### src/rtl/fft_output_reorder_pkg.sv
// Shared FFT constants and the radix-4 digit-reverse helper, also used by the
// input commutator.
package fft_output_reorder_pkg;

  localparam int FFT_DATA_W   = 32;
  localparam int FFT_N_POINTS = 16;
  localparam int DIGIT_W      = 2;
  localparam int IDX_W        = 2 * DIGIT_W;

  // Swap the two radix-4 digits of a 4-bit index: 4a+b -> 4b+a.
  function automatic logic [IDX_W-1:0] digit_rev(input logic [IDX_W-1:0] idx);
    return {idx[DIGIT_W-1:0], idx[IDX_W-1:DIGIT_W]};
  endfunction

endpackage

### src/rtl/fft_pingpong_bank.sv
// One 16-entry complex sample bank: synchronous write port, asynchronous read port.
module fft_pingpong_bank
  import fft_output_reorder_pkg::*;
#(
  parameter int DATA_W = FFT_DATA_W
) (
  input  logic                  clk,
  input  logic                  we,
  input  logic [IDX_W-1:0]      waddr,
  input  logic [2*DATA_W-1:0]   wdata,
  input  logic [IDX_W-1:0]      raddr,
  output logic [2*DATA_W-1:0]   rdata
);

  logic [2*DATA_W-1:0] mem [FFT_N_POINTS];

  always_ff @(posedge clk) begin
    if (we) mem[waddr] <= wdata;
  end

  assign rdata = mem[raddr];

endmodule

### src/rtl/fft_output_reorder.sv
// Converts digit-reversed radix-4 FFT output frames into natural bin order
// using two ping-pong banks written with swapped digits and read sequentially.
module fft_output_reorder
  import fft_output_reorder_pkg::*;
#(
  parameter int DATA_W   = FFT_DATA_W,
  parameter int N_POINTS = FFT_N_POINTS
) (
  input  logic                      clk,
  input  logic                      reset,
  input  logic                      in_valid,
  output logic                      in_ready,
  input  logic signed [DATA_W-1:0]  in_real,
  input  logic signed [DATA_W-1:0]  in_im,
  output logic                      out_valid,
  input  logic                      out_ready,
  output logic signed [DATA_W-1:0]  out_real,
  output logic signed [DATA_W-1:0]  out_im,
  output logic [IDX_W-1:0]          out_index,
  output logic                      out_last
);

  localparam logic [IDX_W-1:0] LAST_IDX = IDX_W'(N_POINTS - 1);

  logic [IDX_W-1:0]    wcnt;
  logic [IDX_W-1:0]    rcnt;
  logic                wbank;
  logic                rbank;
  logic [1:0]          full;
  logic                in_fire;
  logic                out_fire;
  logic                in_done;
  logic                out_done;
  logic [1:0]          bank_we;
  logic [2*DATA_W-1:0] bank_rdata [2];
  logic [2*DATA_W-1:0] rd_sel;

  assign in_ready  = ~full[wbank];
  assign out_valid = full[rbank];
  assign in_fire   = in_valid & in_ready;
  assign out_fire  = out_valid & out_ready;
  assign in_done   = in_fire & (wcnt == LAST_IDX);
  assign out_done  = out_fire & (rcnt == LAST_IDX);

  always_ff @(posedge clk or negedge reset) begin
    if (!reset) begin
      wcnt  <= '0;
      rcnt  <= '0;
      wbank <= 1'b0;
      rbank <= 1'b0;
      full  <= '0;
    end else begin
      if (in_fire)  wcnt  <= wcnt + IDX_W'(1);
      if (in_done)  wbank <= ~wbank;
      if (out_fire) rcnt  <= rcnt + IDX_W'(1);
      if (out_done) rbank <= ~rbank;
      // A fill and a drain can finish together; they always target different banks.
      for (int unsigned b = 0; b < 2; b++) begin
        if (in_done && (wbank == 1'(b)))       full[b] <= 1'b1;
        else if (out_done && (rbank == 1'(b))) full[b] <= 1'b0;
      end
    end
  end

  for (genvar g = 0; g < 2; g++) begin : g_bank
    assign bank_we[g] = in_fire & (wbank == 1'(g));

    fft_pingpong_bank #(
      .DATA_W(DATA_W)
    ) u_bank (
      .clk   (clk),
      .we    (bank_we[g]),
      .waddr (digit_rev(wcnt)),
      .wdata ({in_real, in_im}),
      .raddr (rcnt),
      .rdata (bank_rdata[g])
    );
  end

  assign rd_sel    = rbank ? bank_rdata[1] : bank_rdata[0];
  assign out_real  = out_valid ? rd_sel[2*DATA_W-1:DATA_W] : '0;
  assign out_im    = out_valid ? rd_sel[DATA_W-1:0]        : '0;
  assign out_index = rcnt;
  assign out_last  = out_valid & (rcnt == LAST_IDX);

endmodule

### config.mk
export PLATFORM = sky130hd
export DESIGN_NAME = fft_output_reorder
export DESIGN_NICKNAME = d
export VERILOG_FILES = /design/src/rtl/fft_output_reorder_pkg.sv /design/src/rtl/fft_pingpong_bank.sv /design/src/rtl/fft_output_reorder.sv
export SDC_FILE = /design/constraint.sdc
export NUM_CORES = 2
export LEC_CHECK = 0
export ABC_AREA = 1
export CORE_MARGIN = 2
export CORE_UTILIZATION = 40
export DETAILED_ROUTE_END_ITERATION = 8
export PLACE_DENSITY = 0.65
export RECOVER_POWER = 100
export SLEW_MARGIN = 20
export SYNTH_ARGS = -nofsm -noshare
export SYNTH_HDL_FRONTEND = slang
export SYNTH_HIERARCHICAL = 1
export SYNTH_SLANG_ARGS = --single-unit
export TNS_END_PERCENT = 30
### constraint.sdc
create_clock -name clk -period 5.3 [get_ports clk]
set_input_delay 1.325 -clock clk [delete_from_list [all_inputs] [get_ports clk]]
set_output_delay 1.325 -clock clk [all_outputs]
set_load 0.01 [all_outputs]
* After elaboration in Yosys (flattened, before gate mapping)
Memories as Yosys holds them, arrays and structs flattened. Index checks and enable logic that the tools add are counted.
Storage, ports and cells: RAM bits 2048, memories kept 2, output and inout bits 71, register bits after elaboration 12
Memory list:
- g_bank[0].u_bank.mem | words 16, bits a word 64, read ports 1, clocked after memory_dff 0, wr ports 1, line fft_pingpong_bank.sv:15 | logic [2*DATA_W-1:0] mem [FFT_N_POINTS];
- g_bank[1].u_bank.mem | words 16, bits a word 64, read ports 1, clocked after memory_dff 0, wr ports 1, line fft_pingpong_bank.sv:15
Operators by class: $add $sub $neg 2, $lt $le $gt $ge 2, reduce and logical (&&, ||, !) cells 6, mux-type cells 15, bitwise operators 10, equal/unequal tests 2
Operators by type and width (count):
- $mux 32 | 2
- $mux 64 | 1
- $mux 1 | 12
- $add 4x1->4 const B | 2
- $eq 4x4->1 const B | 2
- $and 1x1->1 | 7
- $logic_and 1x1->1 | 4
- $lt 1x2->1 const B | 2
- $reduce_bool 2->1 | 2
- $not 1->1 | 3

* Longest topological paths before layout
depth in word-level cells 7, gate-level depth with buffers 14, depth with buffers taken out 11

* Hierarchy
Netlist, hierarchy kept.
By module, submodules not included:
- fft_pingpong_bank | area each 44004.7 µm², seq. area each 30749.5 µm², instances 2, cells each 4146
- fft_output_reorder | area each 1911.8 µm², seq. area each 300.3 µm², instances 1, cells each 417

* Least setup slack after synthesis
Ideal clock, no wire load.
path kind input -> register, start point input port in_valid, end point memory g_bank[0].u_bank/mem[12][0] (netlist name), enable pin, arrival time 4.510 ns, buffers on the path 0, library setup time 0.487 ns, required time 4.813 ns, cell stages on the path 4, path slack 0.303 ns, path through nand2_1 > nor2_1 > nand3_1 > nor2_1
On the way: longest elaborated chain between the ends 4
Ends and longest elaborated chain:
- start, declared | line fft_output_reorder.sv:11 | input logic in_valid,
- $and 1x1->1 | line fft_output_reorder.sv:40 | assign in_fire = in_valid & in_ready;
- $and 1x1->1 | line fft_output_reorder.sv:66 | assign bank_we[g] = in_fire & (wbank == 1'(g));
- named net bank_we[0] | line fft_output_reorder.sv:34 | logic [1:0] bank_we;
- $mux 1 | line fft_pingpong_bank.sv:18 | if (we) mem[waddr] <= wdata;
- $mux 1 (not written as such) | line fft_pingpong_bank.sv:18
- end, declared | line fft_pingpong_bank.sv:15
The timed path passes the listed nets, and every way through them passes these cells.

==> metrics.txt <==
Worst Setup Start Kind=flip-flop; unrepaired setup endpoints after global routing=yes; crit path max fanout=40; peak-usage layer in the global routing report=met2; Unique masters post-synth=20; Root Buffer=clkbuf_16; CTS Buffer Depth=3; Fill cells=20.2k; global placement routability congestion=0.813; vias=61.4k; DIE AREA=229,000 µm²; Post-synth EDFFs=2,048; critical path type=reg2out; Inserted Clock Buffers=196; Vias/cell=5.14; Die Wd=478 µm; Max-cap violations=10; syn_area_per_cell=10.3 µm²; Final WS setup=36.2 ps; vias in the first global route=59.0k; Initial Utilization=0.401; Crit. End Element=output pin; area added between synthesis and finish=12.7%; IO Count=139; Residual DRC=0; GRT met2 Usage=0.372; CTS tree=built; FMAX=190 MHz; combinational fraction of design power=0.325; Post-Syn Area=89,900 µm²; cell count after synthesis=8,709; ys async rst share=0.00583; Total Wirelength=258,000 µm; Total GRT Usage=0.221; first-pass GRT wire length=379,000 µm; status=finished, violations left; Setup WS pre-CTS=762 ps; Post-DP HPWL=135,000 µm; hold_buf cts=0; DRT Pass-1 Iters=7; met3 Use GR=0.0348; met1 usage=0.285; Chip Height=478 µm; synthesized netlist net count=8,779; wire per inst=21.5 µm; largest net degree at the start of global routing=159; Primary FF master, synth=edfxtp_1; clk_skew=23.7 ps; clock power share=0.285; worst setup path endpoint=out_im[7]; Final Non-Filler Cells=12.0k; Sw Share=0.359; Pleak=42.8 nW; R2R cell count=8; post-synthesis sequential area ratio=0.687; worst path required time=3970 ps; core area=224,000 µm²; row cnt=174; setup violators final=0; Iteration-0 DRC Markers=7,263; ANT nets after route=0; worst setup path startpoint=out_index[1]$_DFFE_PN0P_; H-tree levels=4; warnings from Yosys=6; reg2reg end=g_bank[1].u_bank/mem[0][61]$_DFFE_PP_; P_sw=0.0176 W; Max-slew headroom=-0.556; Arrival @ worst endpoint=3940 ps; clk sinks=2,060; Power per Cell Area=482 nW/µm²; slew of the pin with the lowest slew margin=2330 ps; failing checks=capacitance limit, slew limit; most frequent cells in the layout=nand2_1 (2,978), edfxtp_1 (2,048), inv_1 (1,612), nand3_1 (1,546), clkbuf_16 (205); port bufs=138; fin crit share=0.993; leading cell type in the layout, fill and taps excluded=nand2_1; layout cells sized above 1=0.0554; Fin Hold WS=512 ps; Tot Pwr=0.0489 W; Reg clk slew, reported paths=60 ps; clock latency on the worst-skew pair=840 ps; min-delay worst type=reg2reg; Final Cell Area=101,000 µm²; initial antenna violation count=29; grt total ovfl=0; Placed Cells=11.6k; Post-DP Area=95,100 µm²; nets@finish=8,862; worst vdd ir=0.446 mV; sequential share of power=0.390; Min Clock Period, post-route=5260 ps; #FFs+latches synth=2,060; internal power=0.0313 W; RR Startpoint=wbank$_DFFE_PN0N_; R2R setup slack=1540 ps; Hold Violations, Final=0; pins over their slew limit=333
## layer usage
metal | wire length [µm] | part of all wire
met1 | 102000 | 0.40
met2 | 123000 | 0.48
met3 | 20900 | 0.081
met4 | 11200 | 0.043
met5 | 192 | 0.00075
## power groups by stage
stage / logic, W / registers (W) / clock network [W]
floorplan: 0.0106 / 0.0193 / 0
global placement: 0.0153 / 0.0194 / 0
detailed placement: 0.0154 / 0.0194 / 0
CTS: 0.0157 / 0.0190 / 0.0141
global route: 0.0173 / 0.0191 / 0.0147
finish: 0.0159 / 0.0190 / 0.0140
## synth_stat cells, types with 4 or more instances
| library cell | count | share of area |
|---|---|---|
| dfrtp_1 | 12 | 0.0033 |
| nand3b_1 | 4 | 0.00033 |
| edfxtp_1 | 2048 | 0.68 |
| inv_1 | 1615 | 0.067 |
| nor2_1 | 39 | 0.0016 |
| xnor2_1 | 4 | 0.00039 |
| buf_6 | 93 | 0.012 |
| clkbuf_1 | 45 | 0.0019 |
| inv_2 | 4 | 0.00017 |
| nand2_1 | 2984 | 0.12 |
| buf_1 | 22 | 0.00092 |
| buf_2 | 248 | 0.014 |
| nand3_1 | 1546 | 0.086 |
| buf_4 | 33 | 0.0028 |
## logic make-up (layout without fill, tap and decap cells)
family                   count (synthesis)  count (layout)  share of synthesized area
AND/OR/NAND/NOR                       4575            4575                      0.213
buffers and inverters                 2064            2314                     0.0991
flip-flops                            2060            2060                      0.687
AO/OA/AOI/OAI                            4               4                   0.000250
XOR/XNOR                                 4               4                   0.000390
adder cells (fa/ha/maj)                  2               2                   0.000278
other                                    0               9                          0
## layout make-up
cell class	instances	area (µm²)	share of cell area
flip-flops and latches	2060	61800	0.610
multi-input cells	4585	19400	0.191
repair buffers	326	3830	0.0378
repair inverters	2	25.0	0.000247
well taps	2992	3740	0.0369
inverters	1621	6180	0.0610
diodes	9	22.5	0.000222
clock inverters	116	1080	0.0107
clock buffers	249	5270	0.0520
## through the flow
stage               utilization  TNS, ps
detailed placement        0.424        0
global placement          0.424        0
global route              0.452     -124
finish                    0.452        0
floorplan                     -        0
CTS                       0.453        0
## critical path, cell delays in order, from the launching register on
cell,delay [ps]
dfrtp_4,700
inv_12,320
buf_12,300
nand3_1,110
nand3_1,90
nand3_1,90
nand2_1,100
nand2_1,140
nand2_1,190
nand2_1,240
inv_1,160
clkdlybuf4s50_1,560
## worst min-delay path by stage
stage | start | endpoint | depth (start not counted)
6_report | full[1]$_DFFE_PN0P_ | full[1]$_DFFE_PN0P_ | 2
5_1_grt | full[0]$_DFFE_PN0P_ | full[0]$_DFFE_PN0P_ | 2
4_1_cts | full[1]$_DFFE_PN0P_ | full[1]$_DFFE_PN0P_ | 2
3_5_place_dp | full[1]$_DFFE_PN0P_ | full[1]$_DFFE_PN0P_ | 2
3_3_place_gp | full[0]$_DFFE_PN0P_ | full[0]$_DFFE_PN0P_ | 2
2_1_floorplan | full[1]$_DFFE_PN0P_ | full[1]$_DFFE_PN0P_ | 2
## state kept, by name, summed over array words and instances, names as in the netlist
name,count
full,2
g_bank.u_bank/mem,2048
out_index,4
rbank,1
wbank,1
wcnt,4
## timing repair
| action | CTS | global route |
|---|---|---|
| setup buffers | 6 | 1 |
| cloned | 2 | 1 |
| endpoints found under the setup margin | 47 | 32 |
| resized for setup | 4 | 20 |
No activity file was read; power rests on OpenSTA's default activity.
